**src/rtl/controle_mult_serial_pkg.sv**
```systemverilog
// Shared definitions for the serial shift-and-add multiplier controller:
// state encoding and the iteration counter width.
package mult_pkg;

  localparam logic [2:0] ST_IDLE  = 3'd0;
  localparam logic [2:0] ST_LOAD  = 3'd1;
  localparam logic [2:0] ST_CHECK = 3'd2;
  localparam logic [2:0] ST_ADD   = 3'd3;
  localparam logic [2:0] ST_SHIFT = 3'd4;
  localparam logic [2:0] ST_FIM   = 3'd5;
  localparam logic [2:0] ST_DONE  = 3'd6;

  function automatic int cnt_width(input int n);
    int w;
    w = $clog2(n);
    return (w < 1) ? 1 : w;
  endfunction

  localparam int N_DEF = 8;
  localparam int CNT_W = cnt_width(N_DEF);

endpackage

```
**src/rtl/controle_mult_serial_contador_bits.sv**
```systemverilog
// Iteration counter: synchronous clear and enable, flags the last iteration.
module contador_bits
  import mult_pkg::*;
#(
  parameter int N = 8
) (
  input  logic clk,
  input  logic rst,
  input  logic clr,
  input  logic en,
  output logic term
);

  localparam int W = cnt_width(N);
  localparam logic [W-1:0] LAST = W'(N - 1);

  logic [W-1:0] cnt_q;
  logic [W-1:0] cnt_d;

  always_comb begin
    cnt_d = cnt_q;
    if (clr)
      cnt_d = '0;
    else if (en)
      cnt_d = cnt_q + W'(1);
  end

  always_ff @(posedge clk or posedge rst) begin
    if (rst)
      cnt_q <= '0;
    else
      cnt_q <= cnt_d;
  end

  assign term = (cnt_q == LAST);

endmodule

```
**src/rtl/controle_mult_serial.sv**
```systemverilog
// Moore controller sequencing a shift-and-add serial multiplier datapath;
// outputs are decoded from the state register only.
module controle_mult_serial
  import mult_pkg::*;
#(
  parameter int N = 8
) (
  input  logic clk,
  input  logic rst,
  input  logic start,
  input  logic lsb_b,
  output logic hab_reg_ab,
  output logic clr_acc,
  output logic hab_acc,
  output logic desloca,
  output logic hab_reg_fim,
  output logic busy,
  output logic done
);

  logic [2:0] state_q;
  logic [2:0] state_d;
  logic       cnt_clr;
  logic       cnt_en;
  logic       cnt_term;

  contador_bits #(.N(N)) u_cnt (
    .clk  (clk),
    .rst  (rst),
    .clr  (cnt_clr),
    .en   (cnt_en),
    .term (cnt_term)
  );

  assign cnt_clr = (state_q == ST_LOAD);
  assign cnt_en  = (state_q == ST_SHIFT) && !cnt_term;

  always_comb begin
    state_d = ST_IDLE;
    case (state_q)
      ST_IDLE:  state_d = start ? ST_LOAD : ST_IDLE;
      ST_LOAD:  state_d = ST_CHECK;
      ST_CHECK: state_d = lsb_b ? ST_ADD : ST_SHIFT;
      ST_ADD:   state_d = ST_SHIFT;
      ST_SHIFT: state_d = cnt_term ? ST_FIM : ST_CHECK;
      ST_FIM:   state_d = ST_DONE;
      ST_DONE:  state_d = ST_IDLE;
      default:  state_d = ST_IDLE;
    endcase
  end

  always_ff @(posedge clk or posedge rst) begin
    if (rst)
      state_q <= ST_IDLE;
    else
      state_q <= state_d;
  end

  // Decode is purely from state_q so an async reset clears outputs at once.
  always_comb begin
    hab_reg_ab  = 1'b0;
    clr_acc     = 1'b0;
    hab_acc     = 1'b0;
    desloca     = 1'b0;
    hab_reg_fim = 1'b0;
    busy        = 1'b1;
    done        = 1'b0;
    case (state_q)
      ST_LOAD: begin
        hab_reg_ab = 1'b1;
        clr_acc    = 1'b1;
      end
      ST_CHECK: ;
      ST_ADD:   hab_acc     = 1'b1;
      ST_SHIFT: desloca     = 1'b1;
      ST_FIM:   hab_reg_fim = 1'b1;
      ST_DONE:  done        = 1'b1;
      default:  busy        = 1'b0;
    endcase
  end

endmodule

```
**config.mk**
```make
export PLATFORM = sky130hd
export DESIGN_NAME = controle_mult_serial
export DESIGN_NICKNAME = d
export VERILOG_FILES = /design/src/rtl/controle_mult_serial_pkg.sv /design/src/rtl/controle_mult_serial_contador_bits.sv /design/src/rtl/controle_mult_serial.sv
export SDC_FILE = /design/constraint.sdc
export NUM_CORES = 1
export LEC_CHECK = 0
export ABC_CLOCK_PERIOD_IN_PS = 2160
export CORE_AREA = 8 8 45 47
export DETAILED_ROUTE_END_ITERATION = 7
export DIE_AREA = 0 0 53 55
export PLACE_DENSITY = 0.5
export SYNTH_ARGS = -nofsm -noshare
export SYNTH_HDL_FRONTEND = slang
export SYNTH_SLANG_ARGS = --single-unit
```
**constraint.sdc**
```tcl
create_clock -name clk -period 2.16 [get_ports clk]
set_input_delay 0.432 -clock clk [delete_from_list [all_inputs] [get_ports clk]]
set_output_delay 0.432 -clock clk [all_outputs]
set_load 0.02 [all_outputs]
```
==> run metrics, run 1 <==
Total GRT Usage=0.0533; First-pass DRT Iterations=4; # H-tree levels=1; final setup margin=0.0870 ns; I/O Buffers=10; CP Class=reg2out; Final Cycle Share=0.960; Max-cap violations=0; Critical Path RT=1.73 ns; die area=2920 um^2; pwr dens=1390 nW/um^2; Core ar.=1380 um^2; Gate power share=0.508; Fillers=156; Initial DRC Count=1; Hold WC Path Type=in2async; CTS buffer count=3; multi-input combinational cell area=206 um^2; RePlAce Congestion=0.692; Slew Limit Fails=0; WP data arrival=1.64 ns; reg2reg setup slack=0.76 ns; syn_nets=47; first-pass GRT wire length=1.14 mm; hpwl dp=598 um; Seq pwr share=0.360; WL final=747 um; row cnt=14; Sw Ratio=0.421; Place WS=0.212 ns; die width=53 um; Post-CTS Repair Setup Buffers=0; antenna-violating nets left=0; Layout area overhead=31.7%; Die H=55 um; DR WL/cell=11.1 um; CTS tree=yes; Clk pin slew, worst setup/hold paths=0.04 ns; CTS Root Cell=clkbuf_4; Power Internal=0.000413 W; peak supply drop=0.645 mV; warnings from Yosys=0; Post-Synthesis Cell Area=390 um^2; # diodes=0; final setup TNS=0 ns; status=completed; Worst setup EP type=output pin; Starting Density=0.282; post-synthesis cell count=41; post-synthesis area per instance=9.52 um^2; Worst Tran Pin Value=0.235 ns; final hold viol count=0; routed vias=321; Worst Reg2Reg Path Length in Cells=5; largest fanout on the critical path=16; Num Clock Sinks=6; # IOs=11; Clock Path Buffers=2; crit path launch=state_q[0]; CP Launch Type=flip-flop; pin count of the biggest net entering global routing=17; register area share after synthesis=0.385; routed vias/inst=4.79; RR Endpoint=state_q[1]; Final nets=59; RSZ-0062 raised after global routing=no; Rel. slew slack=0.842; NetSw=0.000300 W; DRC viols=0; FF/Latch Area=153 um^2; cts hold-fix bufs=0; grt ovf=0; Final Setup Violations=0; initial antenna violation count=0; share of layout cells above drive strength 1=0.157; Skew-Pair Late Insertion Delay=0.23 ns; Synth Register Bits=6; leak pwr=0.250 nW; Max Clock Freq=482 MHz; number of global-route vias before repair=267; r2r startpoint=u_cnt.cnt_q[0]; clock skew=0.00144 ns; Clk pwr share=0.132; count of different cell masters after synthesis=22; min Tclk post-route=2.07 ns
how the worst max path moves through the flow:
stage	endpoint	slack [ns]	cells past startpoint
floorplan	hab_reg_ab	0.31	3
global placement	hab_reg_ab	0.23	2
detailed placement	hab_reg_ab	0.21	2
CTS	hab_reg_ab	0.02	2
global route	clr_acc	0.008	2
finish	hab_reg_ab	0.09	2
power groups by stage:
stage               Combinational [W]  Clock [W]  Sequential (W)
finish                       0.000362  0.0000940        0.000257
global route                 0.000394   0.000107        0.000270
CTS                          0.000370   0.000101        0.000254
detailed placement           0.000369          0        0.000254
global placement             0.000369          0        0.000254
floorplan                    0.000311          0        0.000207
sequential cells by signal, indices dropped and copies added (netlist names):
signal / flops
u_cnt.cnt_q: 3
state_q: 3
placed cells by master (no fill, tap or decap), drive strengths merged:
cell	instances
dlymetal6s2s	2
nor3	3
and3	2
o21bai	1
nor2	3
nor4	1
nor3b	2
clkbuf	3
a211oi	2
a22oi	2
ha	2
and2b	1
clkdlybuf4s50	8
dfrtp	6
a21oi	1
nand2b	2
o21ai	2
nor2b	1
a31o	1
o2bb2ai	3
nand2	1
inv	2
critical path, stage by stage (launching register included):
cell             delay [ns]
dfrtp_2                0.49
nor3b_1                0.27
clkdlybuf4s50_1        0.65
synthesized netlist by cell type (all sizes together):
library cell | instances | share of area
nor2b | 1 | 0.016
a21oi | 1 | 0.013
and2b | 1 | 0.019
buf | 3 | 0.067
nand2b | 2 | 0.032
a31o | 1 | 0.022
nor3 | 3 | 0.038
o21ai | 2 | 0.026
inv | 2 | 0.019
nand2 | 1 | 0.0096
ha | 2 | 0.064
and3 | 2 | 0.032
nor3b | 2 | 0.038
a211oi | 2 | 0.038
o2bb2ai | 3 | 0.067
dfrtp | 6 | 0.38
o21bai | 1 | 0.029
nor2 | 3 | 0.029
a22oi | 2 | 0.038
nor4 | 1 | 0.016
layer usage:
| metal | track usage | routed length [um] | vias to the layer above |
|---|---|---|---|
| met5 | 0 | 0 | - |
| met2 | 0.0742 | 282 | 9 |
| met1 | 0.0617 | 408 | 140 |
| met4 | 0.0517 | 0 | 0 |
| li1 | - | - | 172 |
| met3 | 0.0187 | 56 | 0 |
layout make-up:
cell class / count / area share
multi-input combinational: 30 / 0.401
sequential: 6 / 0.297
timing repair buffer: 10 / 0.204
clock buffer: 3 / 0.0438
tap: 16 / 0.0389
inverter: 2 / 0.0146
through the flow:
| step | power, W | area [um^2] | hold WS [ns] | utilization | instances |
|---|---|---|---|---|---|
| floorplan | 0.000518 | 390 | 0.223 | - | 41 |
| global placement | 0.000623 | 484 | 0.513 | 0.350 | 64 |
| detailed placement | 0.000623 | 484 | 0.519 | 0.350 | 64 |
| CTS | 0.000725 | 508 | 0.404 | 0.367 | 67 |
| global route | 0.000771 | 514 | 0.417 | 0.372 | 67 |
| finish | 0.000713 | 514 | 0.402 | 0.372 | 67 |
kinds of logic (layout without fill, tap and decap cells):
kind of cell,after synthesis,in the layout,synth area share
adders and majority gates,2,2,0.0641
buffers and inverters,5,15,0.0865
AOI/OAI and AO/OA,12,12,0.234
DFF,6,6,0.385
and+or+nand+nor,16,16,0.231
repair_timing:
| item | in CTS | in global routing |
|---|---|---|
| hold endpoints to repair | 0 | 0 |
| gates resized for setup | 1 | 3 |
| setup endpoints to repair | 2 | 4 |
Power figures use the tool's default switching activity.
==> inputs of run 2 (changes only) <==
--- a/config.mk
+++ b/config.mk
@@ -5,10 +5,10 @@
 export SDC_FILE = /design/constraint.sdc
 export NUM_CORES = 1
 export LEC_CHECK = 0
-export ABC_CLOCK_PERIOD_IN_PS = 2160
-export CORE_AREA = 8 8 45 47
+export ABC_CLOCK_PERIOD_IN_PS = 2600
+export CORE_AREA = 2 2 39 41
 export DETAILED_ROUTE_END_ITERATION = 7
-export DIE_AREA = 0 0 53 55
+export DIE_AREA = 0 0 41 43
 export PLACE_DENSITY = 0.5
 export SYNTH_ARGS = -nofsm -noshare
 export SYNTH_HDL_FRONTEND = slang
==> constraint.sdc (replaced) <==
create_clock -name clk -period 2.6 [get_ports clk]
set_input_delay 0.52 -clock clk [delete_from_list [all_inputs] [get_ports clk]]
set_output_delay 0.52 -clock clk [all_outputs]
set_load 0.02 [all_outputs]
==> run 2 against run 1 <==
Net effect:
- first-iteration DRC count grew to 5.0 times the previous value
- critical path depth is the same
- flip-flop and latch count is the same
==> run metrics, run 2 (same netlist as run 1, synthesis figures left out) <==
status=completed; clock skew=0.00143 ns (-0.00000461 ns); share of layout cells above drive strength 1=0.118 (-0.0392); r2r startpoint=u_cnt.cnt_q[0]; reg2reg setup slack=1.16 ns (+0.40 ns); routed vias=312 (-2.8%); I/O Buffers=10 (unchanged); DR WL/cell=10.4 um (-6.4%); final hold viol count=0 (unchanged); first-pass GRT wire length=1.15 mm (+1.2%); Rel. slew slack=0.725 (-0.117); largest registers=state_q x3, u_cnt.cnt_q x3; Num Clock Sinks=6 (unchanged); kind of cell adding the most delay to the critical path=buffers and inverters; # IOs=11 (unchanged); Total GRT Usage=0.106 (+0.0523); pwr dens=1170 nW/um^2 (-16%); Final Setup Violations=0 (unchanged); worst path buffer plus inverter count=1 (unchanged); Initial DRC Count=5 (+4); largest fanout on the critical path=16 (unchanged); Die H=43 um (-22%); CP max stage cell=clkdlybuf4s50_1; Worst Tran Pin Value=0.412 ns (+0.177 ns); peak supply drop=0.506 mV (-22%); die width=41 um (-23%); Final nets=59 (unchanged); WP data arrival=1.75 ns (+0.11 ns); commonest cells after routing, fill and taps aside=clkdlybuf4s50_1 (10), dfrtp_1 (6); post-CTS resize count=0 (-1); Hold WC Path Type=in2async; Clock Path Buffers=2 (unchanged); Max-cap violations=0 (unchanged); Clk pin slew, worst setup/hold paths=0.04 ns (about the same); CTS Root Cell=clkbuf_4; crit-path max cell delay=0.65 ns (about the same); RSZ-0062 raised after global routing=no; DRC viols=0 (unchanged); RR Endpoint=state_q[1]; Critical Path RT=2.08 ns (+0.35 ns); WL final=699 um (-6.4%); # H-tree levels=1 (unchanged); hpwl dp=524 um (-12%); CTS buffer count=3 (unchanged); final hold slack=0.488 ns (+0.0857 ns); Post-CTS Repair Setup Buffers=0 (unchanged); Core ar.=1380 um^2 (unchanged); Starting Density=0.282 (unchanged); CTS tree=yes; final setup TNS=0 ns (unchanged); cts hold-fix bufs=0 (unchanged); die area=1760 um^2 (-40%); initial antenna violation count=0 (unchanged); Worst Reg2Reg Path Length in Cells=5 (unchanged); grt ovf=0 (unchanged); Worst setup EP type=output pin; # diodes=0 (unchanged); antenna-violating nets left=0 (unchanged); leading cell type in the layout, fill and taps excluded=clkdlybuf4s50_1; pin count of the biggest net entering global routing=17 (unchanged); Levels on crit path=2 (unchanged); Layout area overhead=29.8%; row cnt=14 (unchanged); CP cell instances=nor3b_1 > clkdlybuf4s50_1; number of global-route vias before repair=247 (-7.5%); Final Cycle Share=0.874; Skew-Pair Late Insertion Delay=0.23 ns (about the same); CP Launch Type=flip-flop; CP Class=reg2out; min Tclk post-route=2.27 ns; First-pass DRT Iterations=3 (-1); Slew Limit Fails=0 (unchanged); CP Capture Point=hab_reg_ab; crit path launch=state_q[0]; Max Clock Freq=440 MHz; leak pwr=0.217 nW (-13%); routed vias/inst=4.66 (-2.8%); RePlAce Congestion=0.715 (+3.2%)
[run 2: cell types whose count changed in the layout (fill, tap and decap cells not counted)]
cell             delta
dlymetal6s2s_1      -2
clkdlybuf4s50_1     +2
dfrtp_2             -2
dfrtp_1             +2
[run 2: stage by stage]
stage,util,total power (W),cells,cell area (um^2),worst slack (ns)
after global placement,0.350,0.000516,64,484,0.591
after floorplan,-,0.000431,41,390,0.658
after global routing,0.366,0.000656,67,507,0.192
final,0.366,0.000591,67,507,0.327
after CTS,0.366,0.000600,67,507,0.304
after detailed placement,0.350,0.000515,64,484,0.570
[run 2: worst min-delay path by stage]
stage | from | endpoint | slack [ns]
5_1_grt | rst | u_cnt.cnt_q[0] | 0.52
3_3_place_gp | u_cnt.cnt_q[1] | u_cnt.cnt_q[1] | 0.51
3_5_place_dp | u_cnt.cnt_q[1] | u_cnt.cnt_q[1] | 0.51
6_report | rst | u_cnt.cnt_q[0] | 0.49
2_1_floorplan | rst | state_q[0] | 0.31
4_1_cts | rst | u_cnt.cnt_q[2] | 0.49
[run 2: area by class of cell]
class                      instances  area [um^2]
sequential                         6          150
multi-input combinational         30          206
clock buffer                       3         22.5
tap                               16         20.0
inverter                           2         7.51
fill                             139          877
timing repair buffer              10          100
[run 2: power by group]
part / internal [W] / switching, W / total [W]
Combinational: 0.000156 / 0.000144 / 0.000300
Sequential: 0.000132 / 0.0000777 / 0.000210
Clock: 0.0000519 / 0.0000287 / 0.0000806
Total: 0.000341 / 0.000250 / 0.000591
[run 2: per-layer routing]
layer | vias to the layer above | global-route usage | share of wire
met5 | - | 0 | 0
met4 | 0 | 0.120 | 0.014
met3 | 2 | 0.0314 | 0.036
met2 | 8 | 0.103 | 0.42
met1 | 132 | 0.157 | 0.53
li1 | 170 | - | -
==> inputs of run 3 (changes only) <==
--- a/config.mk
+++ b/config.mk
@@ -10,6 +10,7 @@
 export DETAILED_ROUTE_END_ITERATION = 7
 export DIE_AREA = 0 0 41 43
 export PLACE_DENSITY = 0.5
+export SLEW_MARGIN = 15
 export SYNTH_ARGS = -nofsm -noshare
 export SYNTH_HDL_FRONTEND = slang
 export SYNTH_SLANG_ARGS = --single-unit
==> results of run 3 <==
No change in the layout: final DEF, timing and power equal those of run 2.
